[src/rtl/mem_port_arbiter_pkg.sv]
// rtl/mem_port_arbiter_pkg.sv - shared states, port indices and arbitration helper
package mem_port_arbiter_pkg;

  typedef enum logic [1:0] {
    ST_IDLE = 2'd0,
    ST_REQ  = 2'd1,
    ST_RESP = 2'd2
  } state_t;

  localparam logic PORT_IF = 1'b0;
  localparam logic PORT_LS = 1'b1;

  // Round-robin pick: on a tie the port that did not win last time goes next.
  function automatic logic rr_pick(input logic p0_valid, input logic p1_valid,
                                   input logic last_grant);
    if (p0_valid && p1_valid) begin
      return ~last_grant;
    end else if (p0_valid) begin
      return PORT_IF;
    end else begin
      return PORT_LS;
    end
  endfunction

endpackage

[src/rtl/mem_port_arbiter_mux2.sv]
// rtl/mem_port_arbiter_mux2.sv - generic 2:1 multiplexer
module mux2 #(
  parameter int W = 32
) (
  input  logic [W-1:0] i_a,
  input  logic [W-1:0] i_b,
  input  logic         i_sel,
  output logic [W-1:0] o_y
);

  assign o_y = i_sel ? i_b : i_a;

endmodule

[src/rtl/mem_port_arbiter.sv]
// rtl/mem_port_arbiter.sv - two-port round-robin arbiter onto one memory port
module mem_port_arbiter
  import mem_port_arbiter_pkg::*;
(
  input  logic        clk,
  input  logic        rst,
  input  logic        p0_valid,
  input  logic        p1_valid,
  input  logic [31:0] p0_addr,
  input  logic [31:0] p1_addr,
  input  logic [31:0] p0_wdata,
  input  logic [31:0] p1_wdata,
  input  logic        p0_we,
  input  logic        p1_we,
  output logic        p0_ready,
  output logic        p1_ready,
  output logic        p0_resp_valid,
  output logic        p1_resp_valid,
  output logic [31:0] resp_rdata,
  output logic        mem_valid,
  output logic [31:0] mem_addr,
  output logic [31:0] mem_wdata,
  output logic        mem_we,
  input  logic        mem_ready,
  input  logic        mem_resp_valid,
  input  logic [31:0] mem_rdata,
  output logic        grant
);

  state_t r_state;
  state_t w_next_state;
  logic   r_grant;
  logic   r_last_grant;
  logic   w_load_grant;
  logic   w_win;

  // State, grant and round-robin history registers.
  always_ff @(posedge clk) begin
    if (rst) begin
      r_state      <= ST_IDLE;
      r_grant      <= PORT_IF;
      r_last_grant <= PORT_LS;
    end else begin
      r_state <= w_next_state;
      if (w_load_grant) begin
        r_grant      <= w_win;
        r_last_grant <= w_win;
      end
    end
  end

  // Next-state decode plus handshake outputs for the granted port only.
  always_comb begin
    w_next_state  = r_state;
    w_load_grant  = 1'b0;
    w_win         = rr_pick(p0_valid, p1_valid, r_last_grant);
    mem_valid     = 1'b0;
    p0_ready      = 1'b0;
    p1_ready      = 1'b0;
    p0_resp_valid = 1'b0;
    p1_resp_valid = 1'b0;
    unique case (r_state)
      ST_IDLE: begin
        if (p0_valid || p1_valid) begin
          w_load_grant = 1'b1;
          w_next_state = ST_REQ;
        end
      end
      ST_REQ: begin
        mem_valid = 1'b1;
        if (mem_ready) begin
          p0_ready     = (r_grant == PORT_IF);
          p1_ready     = (r_grant == PORT_LS);
          w_next_state = ST_RESP;
        end
      end
      ST_RESP: begin
        // Writes also park here until the memory acknowledges them.
        if (mem_resp_valid) begin
          p0_resp_valid = (r_grant == PORT_IF);
          p1_resp_valid = (r_grant == PORT_LS);
          w_next_state  = ST_IDLE;
        end
      end
      default: begin
        w_next_state = ST_IDLE;
      end
    endcase
  end

  mux2 #(.W(32)) u_addr_mux (
    .i_a   (p0_addr),
    .i_b   (p1_addr),
    .i_sel (r_grant),
    .o_y   (mem_addr)
  );

  mux2 #(.W(32)) u_wdata_mux (
    .i_a   (p0_wdata),
    .i_b   (p1_wdata),
    .i_sel (r_grant),
    .o_y   (mem_wdata)
  );

  assign mem_we     = r_grant ? p1_we : p0_we;
  assign resp_rdata = mem_rdata;
  assign grant      = r_grant;

endmodule

[config.mk]
export PLATFORM = sky130hd
export DESIGN_NAME = mem_port_arbiter
export DESIGN_NICKNAME = d
export VERILOG_FILES = /design/src/rtl/mem_port_arbiter_pkg.sv /design/src/rtl/mem_port_arbiter_mux2.sv /design/src/rtl/mem_port_arbiter.sv
export SDC_FILE = /design/constraint.sdc
export NUM_CORES = 1
export LEC_CHECK = 0
export BUFFER_PORTS_ARGS = -buffer_cell sky130_fd_sc_hd__buf_2
export CAP_MARGIN = 20
export CORE_AREA = 2 2 105 107
export CTS_BUF_LIST = sky130_fd_sc_hd__clkbuf_16
export DETAILED_ROUTE_END_ITERATION = 8
export DIE_AREA = 0 0 107 109
export HOLD_SLACK_MARGIN = 0.06
export PLACE_DENSITY_LB_ADDON = 0.05
export SLEW_MARGIN = 15
export SYNTH_ARGS = -nofsm -noshare
export SYNTH_HDL_FRONTEND = slang
export SYNTH_SLANG_ARGS = --single-unit
[constraint.sdc]
create_clock -name clk -period 3.1 [get_ports clk]
set_clock_uncertainty 0.2 [all_clocks]
set_input_delay 0.31 -clock clk [delete_from_list [all_inputs] [get_ports clk]]
set_output_delay 0.31 -clock clk [all_outputs]
set_load 0.02 [all_outputs]
## Word level (Yosys, flattened, before mapping)

Index checks and enable logic that the tools add are counted.

| cells by class | value |
|---|---|
| equal/unequal tests | 5 |
| multiplexer cells | 20 |
| bitwise logic cells | 2 |
| reductions and logical operators | 4 |

Operator list:

| kind | number |
|---|---|
| two-way mux 32 bit | 2 |
| two-way mux 1 bit | 14 |
| two-way mux 2 bit | 3 |
| != test 2 bit (second input constant) | 3 |
| one-hot mux 2 bit (3 select lines) | 1 |
| AND reduction 3 bit | 1 |
| == test 2 x 1 -> 1 bit (second input constant) | 1 |
| == test 2 bit (second input constant) | 1 |
| zero test 2 bit | 1 |
| inverter 1 bit | 2 |
| logical AND 1 bit | 1 |
| logical OR 1 bit | 1 |

| word-level totals | value |
|---|---|
| flip-flop bits (word level) | 4 |
| bits of input ports | 168 |
| output and inout bits | 103 |

## Depth between registers and ports, before layout

Gate-level depths: netlist of run 1.

| depth | value |
|---|---|
| depth in word-level cells | 3 |
| depth in mapped cells | 4 |
| mapped depth without buffers | 2 |

## Cells and area by module

From an unflattened synthesis of run 1, not the netlist that was laid out.

| unflattened totals | value |
|---|---|
| cell total of the unflattened synthesis | 129 |
| area, all modules | 1565.3 µm² |

Modules (own cells, without submodules):

| module | instances | cells an instance | area each (µm²) | seq. area each (µm²) |
|---|---|---|---|---|
| mux2 | 2 | 36 | 544.3 | 0.0 |
| mem_port_arbiter | 1 | 57 | 476.7 | 80.1 |

## Worst setup path after synthesis of run 1

Ideal clock, no wire load.

| path | value |
|---|---|
| kind | flip-flop to output port |
| from | register r_grant (netlist: grant) |
| to | output port mem_addr[0] |
| data arrival time | 1206 ps |
| path slack | 1384 ps |
| cell stages (with the launch flop) | 4 |
| path buffers | 2 |
| cells stage by stage | dfxtp_1 > buf_2 > buf_2 > mux2_2 |

| between the ends | value |
|---|---|
| word-level cells in the longest chain between the ends | 1 |

RTL lines:

| what | RTL line | text |
|---|---|---|
| from (decl) | mem_port_arbiter.sv:32 | `logic r_grant;` |
| from (signal assigned) | mem_port_arbiter.sv:46 | `r_grant <= w_win;` |
| two-way mux 32 bit | mem_port_arbiter_mux2.sv:11 | `assign o_y = i_sel ? i_b : i_a;` |
| to (decl) | mem_port_arbiter.sv:21 | `output logic [31:0] mem_addr,` |

No other way between the ends.

## Worst setup path after layout of run 1

| path | value |
|---|---|
| from | register r_grant (netlist: grant) |
| to | output port mem_wdata[17] |

| between the ends | value |
|---|---|
| word-level cells in the longest chain between the ends | 1 |

RTL lines:

| what | RTL line | text |
|---|---|---|
| two-way mux 32 bit | mem_port_arbiter_mux2.sv:11 |  |
| to (decl) | mem_port_arbiter.sv:22 | `output logic [31:0] mem_wdata,` |

No other way between the ends.

==> impl_results.md, run 1 <==
- Slew HR: 0.688
- Die width: 107 µm
- Die Area: 0.0117 mm²
- Hold Path Class: input port to flip-flop
- Placer's final routability congestion estimate: 0.689
- Hold endpoint: r_state[1]
- Final Critical Period: 2.03 ns
- Pin count of the biggest net entering global routing: 38
- Syn Area/Cell: 9.59 µm²
- Crit-path max cell delay: 0.40 ns
- CTS Hold Buffers Added: 0
- YS warnings: 0
- WHS: 0.109 ns
- Fill count: 1210
- Post-DP Area: 0.00217 mm²
- H-tree levels: 1
- Placed Cells: 436
- First-pass DRT Iterations: 2
- Unrepaired setup endpoints after global routing: no
- Setup Fix Bufs, Post-CTS: 0
- CTS root buffer: clkbuf_16
- First-pass GRT wire length: 8.64 mm
- Inserted Diodes: 0
- P&R area growth vs syn: 81.3%
- Row cnt: 38
- Register area: 81.3 µm²
- Worst VDD drop: 0.192 mV
- Highest clock rate: 0.492 GHz
- Reg2Reg Launch Point: r_state[1]
- Wire per inst: 15.5 µm
- Status: complete, no violations
- I/O Pins: 271
- TNS Setup: 0 ns
- Number of max-cap violations: 0
- Pin slew with the least headroom to its limit: 0.468 ns
- Worst r2r dst: r_last_grant
- CP Launch Type: flip-flop
- DRT iter0 DRCs: 33
- Delay-heaviest family, CP: buffers and inverters
- Total leakage power: 1.19 nW
- Multi-input gate area: 858 µm²
- Slowest library cell on the worst path: buf_4
- Syn nets: 297
- Synthesized flop and latch total: 4
- Reg clk slew, reported paths: 0.03 ns
- Share of cells above drive strength 1: 0.930
- Initial antenna violation count: 1
- Dominant cell type by area after synthesis: mux2_2
- Worst skew pair latency: 0.22 ns
- R2R Setup Slk: 1.81 ns
- Seq/Total Area, Yosys: 0.0647
- Vias per cell: 3.70
- Top post-synthesis cells by area: mux2_2 59%, buf_4 19%, dfxtp_1 6.5%, buf_2 3.2%, and4bb_2 1.0%
- Worst-path fanout max: 37
- Required @ worst endpoint: 2.59 ns
- CTS Buf Count: 3
- GRT Util Overall: 0.0989
- Starting Density: 0.117
- Hold depth: 2
- CTS resizes: 0
- Longest Clk Path Bufs: 2
- GR Overflow Total: 0
- Netlist cell types: 23
- Die H: 109 µm
- Final instance area: 0.00224 mm²
- Hold_sp: rst
- Top-area cell type share of the netlist area: 0.592
- Period Utilization, post-route: 0.656
- CTS tree: built
- Nets@finish: 469
- Non-filler instance count after layout: 439
- Vias in the first global route: 1491
- Clock sinks: 4
- PortBufs: 206
- Via count: 1624
- CP Class: flip-flop to output port
- Pwr per Cell Area: 306 mW/mm²
- Cell Area, Synth: 0.00124 mm²
- Total core area: 0.0106 mm²
- Final Hold Fails: 0
- Routed wire length: 6.79 mm
- Crit path DAT: 1.52 ns
- Max Slew Vio Count: 0
- Mapped Cells: 129
- Final setup violation count: 0
- CP cell instances: buf_4 > mux2_2 > buf_2
- DPL Wire Length: 6.06 mm
- Crit. End Element: output port
- Routed Antenna Nets: 0
- CP Buf/Inv Count: 2
- Worst R2R Path Depth: 2
- Post-route DRC: 0
==> worst register-to-register path, cell delays in order (launching register included) <==
cell and delay (ns):
dfxtp_1 0.37, or4b_1 0.54, o211ai_1 0.10
==> state kept, by name, summed over array words and instances (netlist names) <==
signal / flops
grant: 1
r_state: 2
r_last_grant: 1
==> cells in the mapped netlist <==
cell	count
buf_6	1
buf_4	32
o211ai_1	1
dfxtp_1	4
nor4b_1	1
nor3b_1	1
nor3_1	1
or4b_1	1
nor2_1	1
nand3b_1	1
and3_1	1
or3b_1	1
and4bb_2	1
inv_1	2
and4b_1	1
nor2b_1	1
a21oi_1	1
a2111oi_0	1
o2bb2ai_1	1
nand2_1	1
nand2b_1	1
buf_2	8
mux2_2	65
==> kinds of logic after synthesis <==
family | after synthesis | synth area share
flops | 4 | 0.0647
compound gates | 4 | 0.0243
mux | 65 | 0.592
simple gates | 13 | 0.0779
buf+inv | 43 | 0.242
==> report_power, final <==
part | total, W | internal [W] | switching (W)
logic | 0.000425 | 0.000203 | 0.000222
clock network | 0.000199 | 0.000165 | 0.0000340
registers | 0.0000626 | 0.0000567 | 0.00000583
total | 0.000686 | 0.000424 | 0.000262
==> area by class of cell <==
type                       instances  area share
clock buffer                       3      0.0335
inverter                           2     0.00335
multi-input combinational         82       0.383
sequential                         4      0.0363
tap                              140      0.0781
timing repair buffer             208       0.466
==> per-stage QoR <==
stage	total power, W	setup slack [ns]	utilization
5_1_grt	0.000729	0.994	0.212
6_report	0.000686	1.07	0.212
2_1_floorplan	0.000378	1.38	-
4_1_cts	0.000700	1.04	0.212
3_5_place_dp	0.000495	1.29	0.205
3_3_place_gp	0.000499	1.29	0.205
==> layout by cell type (no fill, tap or decap) <==
cell type,Yosys,final
nand2b_1,1,1
clkbuf_16,0,3
o2bb2ai_1,1,1
or3b_1,1,1
nor3_1,1,1
buf_4,32,2
nand3b_1,1,1
mux2_2,65,65
dfxtp_1,4,3
nor4b_1,1,1
nor2b_1,1,1
a21oi_1,1,1
nor3b_1,1,1
nor2_1,1,1
or4b_1,1,1
and4bb_2,1,1
o211ai_1,1,1
a2111oi_0,1,1
inv_1,2,2
and4b_1,1,1
dfxtp_2,0,1
nand2_1,1,1
buf_2,8,206
and3_1,1,1
==> per-layer routing <==
metal | share of wire | GRT usage | routed length (µm)
met5 | 0.0019 | 0 | 13
met4 | 0.0050 | 0.0186 | 34
met3 | 0.11 | 0.0377 | 756
met2 | 0.55 | 0.200 | 3750
met1 | 0.33 | 0.0951 | 2240
==> worst max path at each step <==
stage                     start  depth (start not counted)             to  slack [ns]
after floorplan           grant                          3    mem_addr[0]        1.38
after global placement    grant                          3  mem_wdata[17]        1.29
after detailed placement  grant                          3  mem_wdata[17]        1.29
after CTS                 grant                          3  mem_wdata[17]        1.04
after global routing      grant                          3  mem_wdata[22]        0.99
final                     grant                          3  mem_wdata[17]        1.07
Note: power is estimated with default switching activity, not from simulation.
==> run 2: changes to the inputs <==
--- a/config.mk
+++ b/config.mk
@@ -5,12 +5,13 @@
 export SDC_FILE = /design/constraint.sdc
 export NUM_CORES = 1
 export LEC_CHECK = 0
+export ABC_AREA = 1
 export BUFFER_PORTS_ARGS = -buffer_cell sky130_fd_sc_hd__buf_2
 export CAP_MARGIN = 20
-export CORE_AREA = 2 2 105 107
+export CORE_AREA = 2 2 104 106
 export CTS_BUF_LIST = sky130_fd_sc_hd__clkbuf_16
 export DETAILED_ROUTE_END_ITERATION = 8
-export DIE_AREA = 0 0 107 109
+export DIE_AREA = 0 0 106 108
 export HOLD_SLACK_MARGIN = 0.06
 export PLACE_DENSITY_LB_ADDON = 0.05
 export SLEW_MARGIN = 15
==> constraint.sdc (replaced) <==
create_clock -name clk -period 1.9 [get_ports clk]
set_clock_uncertainty 0.2 [all_clocks]
set_input_delay 0.19 -clock clk [delete_from_list [all_inputs] [get_ports clk]]
set_output_delay 0.19 -clock clk [all_outputs]
set_load 0.02 [all_outputs]
==> impl_results.md, run 2 <==
- Wire per inst: 10.4 µm (was 15.5 µm)
- Top-area cell type share of the netlist area: 0.601 (was 0.592)
- Worst-path fanout max: 37 (unchanged)
- Fin util: 0.222 (was 0.212)
- Worst skew pair latency: 0.22 ns (about the same)
- Vias in the first global route: 1947 (was 1491)
- Routed wire length: 6.03 mm (was 6.79 mm)
- Final Critical Period: 1.65 ns
- I/O Pins: 271 (unchanged)
- Comb pwr share: 0.637 (was 0.620)
- Top_reg_cell synth: dfxtp_1 (unchanged)
- Nets@finish: 611 (was 469)
- Pwr per Cell Area: 505 mW/mm² (was 306 mW/mm²)
- Placer's final routability congestion estimate: 0.689 (about the same)
- Max Slew Vio Count: 0 (unchanged)
- Initial antenna violation count: 1 (unchanged)
- Clock sinks: 4 (unchanged)
- Syn Area/Cell: 4.66 µm² (was 9.59 µm²)
- Vias per cell: 3.62 (was 3.70)
- Mapped Cells: 272 (was 129)
- Dominant cell type by area after synthesis: nand2_1 (was mux2_2)
- Max reg flops: 2 (unchanged)
- Final Hold Fails: 0 (unchanged)
- Slew HR: 0.743 (was 0.688)
- Via count: 2086 (was 1624)
- Seq/Total Area, Yosys: 0.0632 (was 0.0647)
- Async set-reset flop share out of synthesis: 0 (unchanged)
- YS warnings: 0 (unchanged)
- Pin count of the biggest net entering global routing: 47 (was 38)
- Pin slew with the least headroom to its limit: 0.385 ns (was 0.468 ns)
- First-pass DRT Iterations: 4 (was 2)
- CTS tree: built (unchanged)
- P_sw: 0.000504 W (was 0.000262 W)
- Largest Register: r_state (unchanged)
- Final setup violation count: 0 (unchanged)
- Starting Density: 0.124 (was 0.117)
- Period Utilization, post-route: 0.866
- Final instance area: 0.00227 mm² (was 0.00224 mm²)
- Hold Path Class: input port to flip-flop (unchanged)
- Highest clock rate: 0.607 GHz
- Flop pwr share: 0.085 (was 0.091)
- CP Launch Type: flip-flop (unchanged)
- DRT iter0 DRCs: 89 (was 33)
- Longest Clk Path Bufs: 2 (unchanged)
- Post-synth EDFFs: 0 (unchanged)
- Netlist cell types: 12 (was 23)
- Share of cells above drive strength 1: 0.488 (was 0.930)
- GR Overflow Total: 0 (unchanged)
- Syn nets: 440 (was 297)
- CTS resizes: 0 (unchanged)
- Required @ worst endpoint: 1.51 ns (was 2.59 ns)
- Routed Antenna Nets: 0 (unchanged)
- Top post-synthesis cells by area: nand2_1 60%, buf_4 20%, dfxtp_1 6.3%, buf_6 4.4%, buf_2 3.2% (was mux2_2 59%, buf_4 19%, dfxtp_1 6.5%, buf_2 3.2%, and4bb_2 1.0%)
- Setup Fix Bufs, Post-CTS: 0 (unchanged)
- Row cnt: 37 (was 38)
- Post-DP Area: 0.00216 mm² (was 0.00217 mm²)
- CP Class: flip-flop to output port (unchanged)
- Total core area: 0.0102 mm² (was 0.0106 mm²)
- Worst VDD drop: 0.307 mV (was 0.192 mV)
- Die Area: 0.0114 mm² (was 0.0117 mm²)
- Placed Cells: 571 (was 436)
- PortBufs: 206 (unchanged)
- Pint: 0.000643 W (was 0.000424 W)
- Unrepaired setup endpoints after global routing: no (unchanged)
- Crit. End Element: output port (unchanged)
- GRT Util Overall: 0.0940 (was 0.0989)
- H-tree levels: 1 (unchanged)
- Post-route DRC: 0 (unchanged)
- Clock power share: 0.278 (was 0.289)
- Synthesized flop and latch total: 4 (unchanged)
- Crit path DAT: 1.26 ns (was 1.52 ns)
- Die H: 108 µm (was 109 µm)
- First-pass GRT wire length: 8.74 mm (was 8.64 mm)
- Status: complete, no violations (unchanged)
- Inserted Diodes: 0 (unchanged)
- Most common cell after layout, fill and taps aside: buf_2 (unchanged)
- Top-count cell post-synth: nand2_1 (was mux2_2)
- Number of max-cap violations: 0 (unchanged)
- Most frequent cells after synthesis: 203 x nand2_1, 33 x buf_4, 8 x buf_2, 5 x buf_6, 5 x inv_1 (was 65 x mux2_2, 32 x buf_4, 8 x buf_2, 4 x dfxtp_1, 2 x inv_1)
- Non-filler instance count after layout: 577 (was 439)
- Reg clk slew, reported paths: 0.03 ns (about the same)
- Die width: 106 µm (was 107 µm)
- Cell Area, Synth: 0.00127 mm² (was 0.00124 mm²)
- TNS Setup: 0 ns (unchanged)
- CTS Hold Buffers Added: 3 (was 0)
- CTS root buffer: clkbuf_16 (unchanged)
- Total leakage power: 1.55 nW (was 1.19 nW)
- P&R area growth vs syn: 79.1% (was 81.3%)
- Switch share: 0.439 (was 0.382)
- Commonest non-fill, non-tap cells in the layout: 206 x buf_2, 203 x nand2_1, 5 x inv_1 (was 206 x buf_2, 65 x mux2_2, 3 x clkbuf_16, 3 x dfxtp_1)
- DPL Wire Length: 4.93 mm (was 6.06 mm)
- WHS: 0.0772 ns (was 0.109 ns)
- CTS Buf Count: 3 (unchanged)
run 2: cell count changes after synthesis, moves of 2 or more:
| cell | previous run | this run |
|---|---|---|
| a21oi_1 | 1 | 4 |
| mux2_2 | 65 | 0 |
| buf_6 | 1 | 5 |
| nand2_1 | 1 | 203 |
| nor2_1 | 1 | 4 |
| nand3_1 | 0 | 2 |
| inv_1 | 2 | 5 |
run 2: power by group through the flow:
| stage | logic (W) | clock network (W) | registers [W] |
|---|---|---|---|
| 2_1_floorplan | 0.000524 | 0 | 0.0000993 |
| 3_3_place_gp | 0.000749 | 0 | 0.0000989 |
| 3_5_place_dp | 0.000739 | 0 | 0.0000988 |
| 4_1_cts | 0.000746 | 0.000324 | 0.0000978 |
| 5_1_grt | 0.000815 | 0.000330 | 0.0000988 |
| 6_report | 0.000730 | 0.000319 | 0.0000976 |
run 2: layout make-up:
cell class / count / area, µm²
clock buffers: 3 / 75.1
fillers: 1213 / 7960
inverters: 6 / 22.5
multi-input cells: 215 / 817
flip-flops and latches: 4 / 81.3
well taps: 136 / 170
repair buffers: 213 / 1100
run 2: cells by family (layout without fill, tap and decap cells):
logic type / after synthesis / after routing / synth area share
compound gates: 4 / 4 / 0.0158
flops: 4 / 4 / 0.0632
buf+inv: 53 / 222 / 0.292
simple gates: 211 / 211 / 0.629
run 2: critical path, cell delays in order (launching register included):
cell and delay, ns:
dfxtp_2 0.33, buf_4 0.35, nand2_1 0.09, nand2_1 0.09, buf_2 0.16
run 2: final timing paths:
| check | startpoint | endpoint | slack (ns) | cells past startpoint |
|---|---|---|---|---|
| hold reg to reg | r_last_grant | r_last_grant | 0.25 | 2 |
| hold / removal | mem_resp_valid | r_state[1] | 0.08 | 4 |
| setup / recovery | grant | mem_wdata[13] | 0.25 | 4 |
| setup reg to reg | grant | grant | 0.72 | 3 |
run 2: metal layers:
metal / vias up / GRT usage / share of wire
li1: 1112 / - / -
met1: 810 / 0.0900 / 0.35
met3: 10 / 0.0211 / 0.12
met5: - / 0 / 0.0018
met2: 152 / 0.202 / 0.52
met4: 2 / 0.0169 / 0.0075
run 2: stage by stage:
stage / power (W) / setup slack, ns
CTS: 0.00117 / 0.218
global placement: 0.000848 / 0.436
detailed placement: 0.000838 / 0.453
floorplan: 0.000623 / 0.233
global route: 0.00124 / 0.127
finish: 0.00115 / 0.254
